## config.mk

```make
export PLATFORM = sky130hd
export DESIGN_NAME = irq_trap_sequencer
export DESIGN_NICKNAME = d
export VERILOG_FILES = /design/src/rtl/core_irq_pkg.sv /design/src/rtl/irq_arbiter.sv /design/src/rtl/irq_trap_sequencer.sv
export SDC_FILE = /design/constraint.sdc
export NUM_CORES = 1
export LEC_CHECK = 0
export BUFFER_PORTS_ARGS = -buffer_cell sky130_fd_sc_hd__buf_4
export CAP_MARGIN = 20
export CORE_AREA = 2 2 78 80
export DETAILED_ROUTE_END_ITERATION = 7
export DIE_AREA = 0 0 80 82
export PLACE_DENSITY = 0.81
export SLEW_MARGIN = 20
export SYNTH_ARGS = -nofsm -noshare
export SYNTH_HDL_FRONTEND = slang
export SYNTH_SLANG_ARGS = --single-unit
```

## constraint.sdc

```tcl
create_clock -name i_CLK -period 3.1 [get_ports i_CLK]
set_input_delay 0.62 -clock i_CLK [delete_from_list [all_inputs] [get_ports i_CLK]]
set_output_delay 0.62 -clock i_CLK [all_outputs]
set_load 0.01 [all_outputs]
```

## src/rtl/core_irq_pkg.sv

```systemverilog
// Shared definitions for the machine external interrupt trap path:
// sequencer state encoding, mcause/mtvec field constants.
package core_irq_pkg;

   typedef enum logic [1:0] {
      ST_IDLE    = 2'd0,
      ST_REQ     = 2'd1,
      ST_SERVICE = 2'd2,
      ST_RETIRE  = 2'd3
   } trap_state_e;

   localparam int          CAUSE_BASE_DEF      = 16;
   localparam int          MTVEC_MODE_VECTORED = 0;
   localparam logic [31:0] IRQ_FLAG_MASK       = 32'h8000_0000;

   // mcause value for an interrupt: flag bit plus 31-bit exception code
   function automatic logic [31:0] mk_cause(input int base, input logic [3:0] id);
      logic [30:0] code;
      code = 31'(base + int'(id));
      return IRQ_FLAG_MASK | {1'b0, code};
   endfunction

endpackage

```

## src/rtl/irq_arbiter.sv

```systemverilog
// Combinational winner select over the masked pending lines, either fixed
// priority (lowest index) or round-robin starting at ptr.
module irq_arbiter
   import core_irq_pkg::*;
#(
   parameter int NUM_IRQ = 6,
   parameter int RR_ARB  = 0
) (
   input  logic [NUM_IRQ-1:0] pending,
   input  logic [3:0]         ptr,
   output logic               valid,
   output logic [3:0]         winner
);

   function automatic int wrap_idx(input logic [3:0] p, input int k);
      int s;
      s = int'(p) + k;
      if (s >= NUM_IRQ) s = s - NUM_IRQ;
      return s;
   endfunction

   always_comb begin
      valid  = |pending;
      winner = '0;
      // walk downward so the closest candidate is assigned last and wins
      for (int k = NUM_IRQ - 1; k >= 0; k--) begin
         if (RR_ARB != 0) begin
            if (pending[wrap_idx(ptr, k)]) winner = 4'(wrap_idx(ptr, k));
         end else begin
            if (pending[k]) winner = 4'(k);
         end
      end
   end

endmodule

```

## src/rtl/irq_trap_sequencer.sv

```systemverilog
// MEI entry/return sequencer: synchronise and mask lines, arbitrate, request
// a trap from the core, strobe MEPC on ack and block nesting until MRET.
module irq_trap_sequencer
   import core_irq_pkg::*;
#(
   parameter int NUM_IRQ     = 6,
   parameter int SYNC_STAGES = 2,
   parameter int RR_ARB      = 0,
   parameter int CAUSE_BASE  = CAUSE_BASE_DEF
) (
   input  logic               i_CLK,
   input  logic               i_RST,
   input  logic [NUM_IRQ-1:0] i_MEI,
   input  logic [NUM_IRQ-1:0] i_MIE,
   input  logic [31:0]        i_MTVEC,
   input  logic [31:0]        i_PC,
   input  logic               i_TRAP_ACK,
   input  logic               i_MRET,
   output logic               o_TRAP_REQ,
   output logic [31:0]        o_TRAP_PC,
   output logic [31:0]        o_CAUSE,
   output logic               o_EPC_WE,
   output logic [31:0]        o_EPC,
   output logic               o_IN_SERVICE,
   output logic [3:0]         o_IRQ_ID
);

   logic [NUM_IRQ-1:0] sync_mei;
   logic [NUM_IRQ-1:0] pending;
   logic               arb_valid;
   logic [3:0]         arb_winner;

   trap_state_e state_q, state_d;
   logic [3:0]  id_q, id_d;
   logic [3:0]  ptr_q, ptr_d;

   logic [31:0] cause_val;
   logic [31:0] vec_base;
   logic        unused_mtvec_b1;

   genvar g;
   generate
      for (g = 0; g < NUM_IRQ; g++) begin : g_sync
         logic [SYNC_STAGES-1:0] sr;
         always_ff @(posedge i_CLK) begin
            if (i_RST) sr <= '0;
            else       sr <= (sr << 1) | SYNC_STAGES'(i_MEI[g]);
         end
         assign sync_mei[g] = sr[SYNC_STAGES-1];
      end
   endgenerate

   assign pending = sync_mei & i_MIE;

   irq_arbiter #(
      .NUM_IRQ (NUM_IRQ),
      .RR_ARB  (RR_ARB)
   ) u_arb (
      .pending (pending),
      .ptr     (ptr_q),
      .valid   (arb_valid),
      .winner  (arb_winner)
   );

   always_ff @(posedge i_CLK) begin
      if (i_RST) begin
         state_q <= ST_IDLE;
         id_q    <= '0;
         ptr_q   <= '0;
      end else begin
         state_q <= state_d;
         id_q    <= id_d;
         ptr_q   <= ptr_d;
      end
   end

   always_comb begin
      state_d = state_q;
      id_d    = id_q;
      ptr_d   = ptr_q;
      case (state_q)
         ST_IDLE: begin
            if (arb_valid) begin
               state_d = ST_REQ;
               id_d    = arb_winner;
            end
         end
         ST_REQ: begin
            // held regardless of the source dropping; only ack releases it
            if (i_TRAP_ACK) begin
               state_d = ST_SERVICE;
               ptr_d   = (id_q == 4'(NUM_IRQ - 1)) ? 4'd0 : id_q + 4'd1;
            end
         end
         ST_SERVICE: begin
            if (i_MRET) state_d = ST_RETIRE;
         end
         ST_RETIRE: state_d = ST_IDLE;
         default:   state_d = ST_IDLE;
      endcase
   end

   assign cause_val       = mk_cause(CAUSE_BASE, id_q);
   assign vec_base        = {i_MTVEC[31:2], 2'b00};
   assign unused_mtvec_b1 = i_MTVEC[1];

   always_comb begin
      o_TRAP_REQ   = 1'b0;
      o_TRAP_PC    = '0;
      o_CAUSE      = '0;
      o_EPC_WE     = 1'b0;
      o_EPC        = '0;
      o_IN_SERVICE = 1'b0;
      o_IRQ_ID     = '0;
      case (state_q)
         ST_REQ: begin
            o_TRAP_REQ = 1'b1;
            o_CAUSE    = cause_val;
            o_IRQ_ID   = id_q;
            // vectored offset is 4*code; the code field sits in bits 30:0
            o_TRAP_PC  = i_MTVEC[MTVEC_MODE_VECTORED]
                         ? vec_base + {cause_val[29:0], 2'b00}
                         : vec_base;
            if (i_TRAP_ACK) begin
               o_EPC_WE = 1'b1;
               o_EPC    = i_PC;
            end
         end
         ST_SERVICE: begin
            o_IN_SERVICE = 1'b1;
            o_IRQ_ID     = id_q;
         end
         default: ;
      endcase
   end

endmodule

```

==> results of run 1 <==
## how the worst min path moves through the flow
stage / from / to / slack (ns) / cells after the start
after floorplan: g_sync[0].sr[0]$_SDFF_PP0_ / g_sync[0].sr[1]$_SDFF_PP0_ / 0.41 / 1
after global placement: g_sync[4].sr[0]$_SDFF_PP0_ / g_sync[4].sr[1]$_SDFF_PP0_ / 0.42 / 1
after detailed placement: g_sync[3].sr[0]$_SDFF_PP0_ / g_sync[3].sr[1]$_SDFF_PP0_ / 0.42 / 1
after CTS: g_sync[3].sr[0]$_SDFF_PP0_ / g_sync[3].sr[1]$_SDFF_PP0_ / 0.44 / 1
after global routing: g_sync[2].sr[0]$_SDFF_PP0_ / g_sync[2].sr[1]$_SDFF_PP0_ / 0.47 / 1
final: g_sync[3].sr[0]$_SDFF_PP0_ / g_sync[3].sr[1]$_SDFF_PP0_ / 0.44 / 1
## layer usage
metal | wire length [um] | up-vias | part of all wire
met2 | 3290 | 122 | 0.50
met4 | 33 | 0 | 0.0050
met5 | 0 | - | 0
met3 | 610 | 5 | 0.092
li1 | - | 1295 | -
met1 | 2700 | 1172 | 0.41
## per-stage QoR
stage | setup slack [ns] | area (sq um) | cells | total power, uW
6_report | 0.0805 | 3240 | 508 | 1380
5_1_grt | 0.00611 | 3240 | 508 | 1500
4_1_cts | 0.103 | 3240 | 508 | 1400
3_5_place_dp | 0.110 | 3200 | 504 | 1230
3_3_place_gp | 0.124 | 3200 | 504 | 1200
2_1_floorplan | 0.251 | 2250 | 322 | 801
## power by group
part	switching [uW]	internal, uW	total (uW)
logic	505	455	960
registers	16.6	241	258
clock network	77.4	89.3	167
## synthesized netlist by cell type
library cell and number:
o31a_1 1, clkinv_1 1, nand4_1 4, a22oi_1 2, a31oi_1 1, buf_6 3, and4_1 1, nand3_2 1
and2_1 7, nor4_1 4, nand2b_1 5, ha_1 7, a2bb2oi_1 1, buf_4 32, o2111ai_1 1, a211oi_1 3
nand4_4 1, xor2_1 1, o21ai_0 7, nand3_1 8, fa_1 1, nor2b_1 12, dfxtp_1 17, nor2_1 15
or4_1 14, a21oi_1 23, and3_1 36, mux2i_1 6, o31ai_1 15, a22o_1 3, nand2_1 10, nand3b_1 1
inv_1 7, xnor2_1 5, or3_1 6, a21o_1 4, nor3_1 2, o2bb2ai_1 1, o211ai_1 2, a32o_1 1
clkbuf_1 17, a21boi_0 1, conb_1 1, o21a_1 1, a2111oi_0 1
## cell families after synthesis
kind of cell	count (synthesis)
AOI/OAI and AO/OA	68
xor gates and xnor gates	6
adders and majority gates	8
buffers and inverters	60
DFF	17
muxes	6
other	1
and+or+nand+nor	127
## area by class of cell
cell class | instances | share of cell area
inverter | 8 | 0.00926
multi-input combinational | 245 | 0.475
sequential | 17 | 0.105
timing repair buffer | 159 | 0.368
clock buffer | 3 | 0.0127
tap | 75 | 0.0289
clock inverter | 1 | 0.00154
## state kept, by name, summed over array words and instances, names as in the netlist
name       count
g_sync.sr     12
id_q           3
state_q        2
==> results.json, run 1 <==
{
  "status": "finished, final reports clean",
  "antenna_cells": 0,
  "die_area_sq_mm": 0.00656,
  "worst_slew_pin_slew_ns": 0.678,
  "avgViaCountPerCell": 5.11,
  "timing.clock.skew_ns": 0.00230,
  "drt.antenna.violating_nets": 0,
  "fin_worst_hold_slack_ns": 0.436,
  "synth_adder_area_share": 0.0503,
  "synth_area_sq_mm": 0.00214,
  "grt_pass1_wl_um": 10000,
  "number_of_cell_rows": 28,
  "seq_area_frac_synth": 0.159,
  "critPathCapture": "o_TRAP_PC[18]",
  "critical_path.reg2reg.endpoint": "state_q[0]$_SDFFE_PP0P_",
  "cp.depth": 9,
  "post_synth_inst_count": 293,
  "clock.fmax_mhz": 331,
  "cp_top_family": "simple AND/OR/NAND/NOR gates",
  "floorplan.core_area_sq_mm": 0.00575,
  "maximum_ir_drop_on_the_vdd_rail_uv": 305,
  "cp.buffers_inverters": 3,
  "ff2ff_path_depth": 6,
  "layout.cells.most_common": "buf_4",
  "grt_max_degree": 47,
  "final_cell_mix": "159 x buf_4, 36 x and3_1, 30 x conb_1",
  "number_of_antenna_violations_at_the_first_check_in_global_routing": 0,
  "grt_util_all_layers": 0.185,
  "startpoint_type": "input pin",
  "path_clk_slew_ns": 0.07,
  "synthDominantCellAreaShare": 0.159,
  "area_taken_by_multi_input_logic_gates_sq_mm": 0.00154,
  "synth-simple-area-share": 0.355,
  "post_synth_main_area_contributors": "dfxtp_1 16%, buf_4 11%, and3_1 11%",
  "finalHoldViolations": 0,
  "drt_pre_antenna_iters": 4,
  "worst_ep_arrival_time_ns": 2.40,
  "syn-mean-instance-area_sq_um": 7.30,
  "clock_sinks": 17,
  "rr_startpoint": "state_q[1]$_SDFFE_PP0P_",
  "nets_finish": 522,
  "power_per_cell_area_mw_per_mm2": 427,
  "nFillCells": 554,
  "htreeDepth": 1,
  "report.final.slew_viol_count": 0,
  "synth_seq_cells": 17,
  "synth_compound_area_frac": 0.209,
  "final_util": 0.564,
  "cts_root_buf": "clkbuf_8",
  "cap_violations": 0,
  "chip_width_um": 80,
  "maxSlewHeadroom": 0.545,
  "yosys.area_share.xor_xnor": 0.0246,
  "ys_types": 45,
  "gr-total-overflow": 0,
  "leakage_uw": 0.00166,
  "timing.critical_path.fanout_max": 10,
  "critical-path-slowest-cell": "or4_1",
  "synthesis.yosys.warnings": 0,
  "tritoncts": "done",
  "wirelength_um": 6630,
  "postCtsResizedCells": 0,
  "grt-busiest-layer": "met2",
  "met2_usage": 0.346,
  "timing_worst_setup_path_type": "input pin to output port",
  "ctsLongestPathBuffers": 2,
  "area_growth_syn_to_layout_pct": 51.7,
  "max_stage_delay_ns": 0.46,
  "wl_per_cell_um": 13.0,
  "ioPinCount": 183,
  "number_of_global_route_vias_before_repair": 2211,
  "grtUsageMet1": 0.227,
  "initialDrtViolationCount": 77,
  "sequential_cell_area_sq_um": 340,
  "min_period_ns": 3.02,
  "grt.met3_usage": 0.0297,
  "post_route_cells_drive_above_1_share": 0.381,
  "path_common_cell": "buf_4",
  "worst_setup_sp": "i_MTVEC[2]",
  "grt_setup_unrepaired": "no",
  "cp_data_required_time_ns": 2.48,
  "cts_hold_buffers": 0,
  "clock_insertion_delay_at_the_later_pin_of_the_skew_report_ns": 0.25,
  "netlist.top_cell.by_area": "dfxtp_1",
  "path_cells": "buf_4 -> ha_1 -> fa_1 -> and3_1 -> nor2_1 -> buf_4 -> or4_1 -> a21oi_1 -> buf_4",
  "accumulated_negative_setup_slack_ns": 0,
  "remaining_design_rule_violation_count": 0,
  "worstHoldPathType": "register to register",
  "setup_viol": 0,
  "cts_made_buffers": 3,
  "cp_endpoint_kind": "output port",
  "post_cts_buffers": 0,
  "vias": 2594,
  "reg2reg_slack_ns": 1.12,
  "start_util": 0.372,
  "largest_family_of_logic_cells_by_synthesized_area": "simple AND/OR/NAND/NOR gates",
  "synth.area.mux_share": 0.0281,
  "chipHeight_um": 82,
  "timing.final.crit_share": 0.974,
  "io_buffers": 151,
  "hpwlAfterDp_um": 5280,
  "gpl.final_weighted_congestion": 0.823
}
(Power assumes the default switching activity.)
==> run 2: changes to the inputs <==
- PLACE_DENSITY: 0.81 -> 0.82
==> results.json, run 2 (synthesized netlist as in run 1, its figures left out) <==
{
  "status": "finished, final reports clean",
  "worst_slew_pin_slew_ns": 0.708,
  "cts_root_buf": "clkbuf_8",
  "initialDrtViolationCount": 72,
  "min-delay-start": "g_sync[2].sr[0]$_SDFF_PP0_",
  "min_period_ns": 2.96,
  "leakage_uw": 0.00166,
  "timing_worst_setup_path_type": "input pin to output port",
  "tritoncts": "done",
  "maximum_ir_drop_on_the_vdd_rail_uv": 394,
  "accumulated_negative_setup_slack_ns": 0,
  "ff2ff_path_depth": 6,
  "cap_violations": 0,
  "maxSlewHeadroom": 0.525,
  "top_layer": "met4",
  "number_of_global_route_vias_before_repair": 2265,
  "gr-total-overflow": 0,
  "met1_length_um": 2700,
  "worst_slack_ns": 0.136,
  "wl_per_cell_um": 13.0,
  "report.final.slew_viol_count": 0,
  "max_flop_register": "g_sync.sr",
  "post_route_cells_drive_above_1_share": 0.381,
  "area_growth_syn_to_layout_pct": 51.8,
  "number_of_cell_rows": 28,
  "nFillCells": 560,
  "routed-wl-met3_um": 541,
  "start_util": 0.372,
  "avgViaCountPerCell": 5.09,
  "timing.clock.skew_ns": 0.00311,
  "clock_insertion_delay_at_the_later_pin_of_the_skew_report_ns": 0.24,
  "grt_util_all_layers": 0.186,
  "largest_register_ffs": 12,
  "power_per_cell_area_mw_per_mm2": 425,
  "chipHeight_um": 82,
  "drt_pre_antenna_iters": 4,
  "rr_startpoint": "state_q[1]$_SDFFE_PP0P_",
  "final_util": 0.565,
  "hpwlAfterDp_um": 5310,
  "clock.fmax_mhz": 337,
  "critPathCapture": "o_TRAP_PC[25]",
  "critical_path.reg2reg.endpoint": "state_q[0]$_SDFFE_PP0P_",
  "final_cell_mix": "159 x buf_4, 35 x and3_1, 30 x conb_1",
  "antenna_cells": 0,
  "cp_data_required_time_ns": 2.48,
  "setup_viol": 0,
  "io_buffers": 151,
  "detailedPlace.worstSlack_ns": 0.127,
  "floorplan.core_area_sq_mm": 0.00575,
  "gpl.final_weighted_congestion": 0.775,
  "worstHoldPathType": "register to register",
  "grt_max_degree": 47,
  "remaining_design_rule_violation_count": 0,
  "nets_finish": 522,
  "grt_pass1_wl_um": 9990,
  "cp_endpoint_kind": "output port",
  "timing.critical_path.fanout_max": 7,
  "worst_ep_arrival_time_ns": 2.34,
  "drt.antenna.violating_nets": 0,
  "layout_top_registers": "g_sync.sr x12, id_q x3, state_q x2",
  "die_area_sq_mm": 0.00656,
  "finalHoldViolations": 0,
  "wirelength_um": 6600,
  "routed-wl-met2_um": 3340,
  "htreeDepth": 1,
  "fin_worst_hold_slack_ns": 0.435,
  "ctsLongestPathBuffers": 2,
  "number_of_antenna_violations_at_the_first_check_in_global_routing": 0,
  "startpoint_type": "input pin",
  "layout.cells.most_common": "buf_4",
  "chip_width_um": 80,
  "worst_setup_sp": "i_MTVEC[0]",
  "clock_sinks": 17,
  "ioPinCount": 183,
  "grt_setup_unrepaired": "no",
  "reg2reg_slack_ns": 1.15,
  "timing.final.crit_share": 0.956,
  "vias": 2584,
  "path_clk_slew_ns": 0.06,
  "cts_made_buffers": 3
}
[run 2: what timing repair did]
item | CTS | global route
gates resized for setup | 0 | 2
hold buffers | 0 | 0
setup endpoints to repair | 0 | 3
buffers inserted | 0 | 0
[run 2: worst max-delay path: stages]
cell     delay (ns)
buf_4          0.10
buf_4          0.15
nand3_1        0.15
or4_1          0.56
or4_1          0.43
a21oi_1        0.16
buf_4          0.16
[run 2: routing by layer]
metal  GRT usage  vias to the layer above
met4      0.0305                        0
met5           0                        -
met2       0.365                      106
met3      0.0209                        2
met1       0.219                     1183
li1            -                     1293
[run 2: report_power, final]
part           switching (uW)  internal, uW
clock network            66.6          90.9
registers                16.6           242
logic                     509           456
total                     592           788
[run 2: per-stage QoR]
step / power [uW] / std cells / area [sq um]
after floorplan: 801 / 322 / 2250
after global placement: 1210 / 504 / 3200
after detailed placement: 1230 / 504 / 3200
after CTS: 1390 / 508 / 3240
after global routing: 1500 / 508 / 3250
final: 1380 / 508 / 3250
[run 2: worst min-delay path by stage]
| stage | endpoint | slack (ns) | cells past startpoint |
|---|---|---|---|
| 2_1_floorplan | g_sync[0].sr[1]$_SDFF_PP0_ | 0.41 | 1 |
| 3_3_place_gp | g_sync[5].sr[1]$_SDFF_PP0_ | 0.42 | 1 |
| 3_5_place_dp | g_sync[1].sr[1]$_SDFF_PP0_ | 0.42 | 1 |
| 4_1_cts | g_sync[3].sr[1]$_SDFF_PP0_ | 0.44 | 1 |
| 5_1_grt | g_sync[2].sr[1]$_SDFF_PP0_ | 0.47 | 1 |
| 6_report | g_sync[2].sr[1]$_SDFF_PP0_ | 0.44 | 1 |
[run 2: cell type report]
cell class                 count  area, sq um  share of cell area
multi-input combinational    245         1540               0.476
timing repair buffer         159         1190               0.368
sequential                    17          340               0.105
tap                           75         93.8              0.0289
clock buffer                   4         45.0              0.0139
inverter                       8         30.0             0.00925
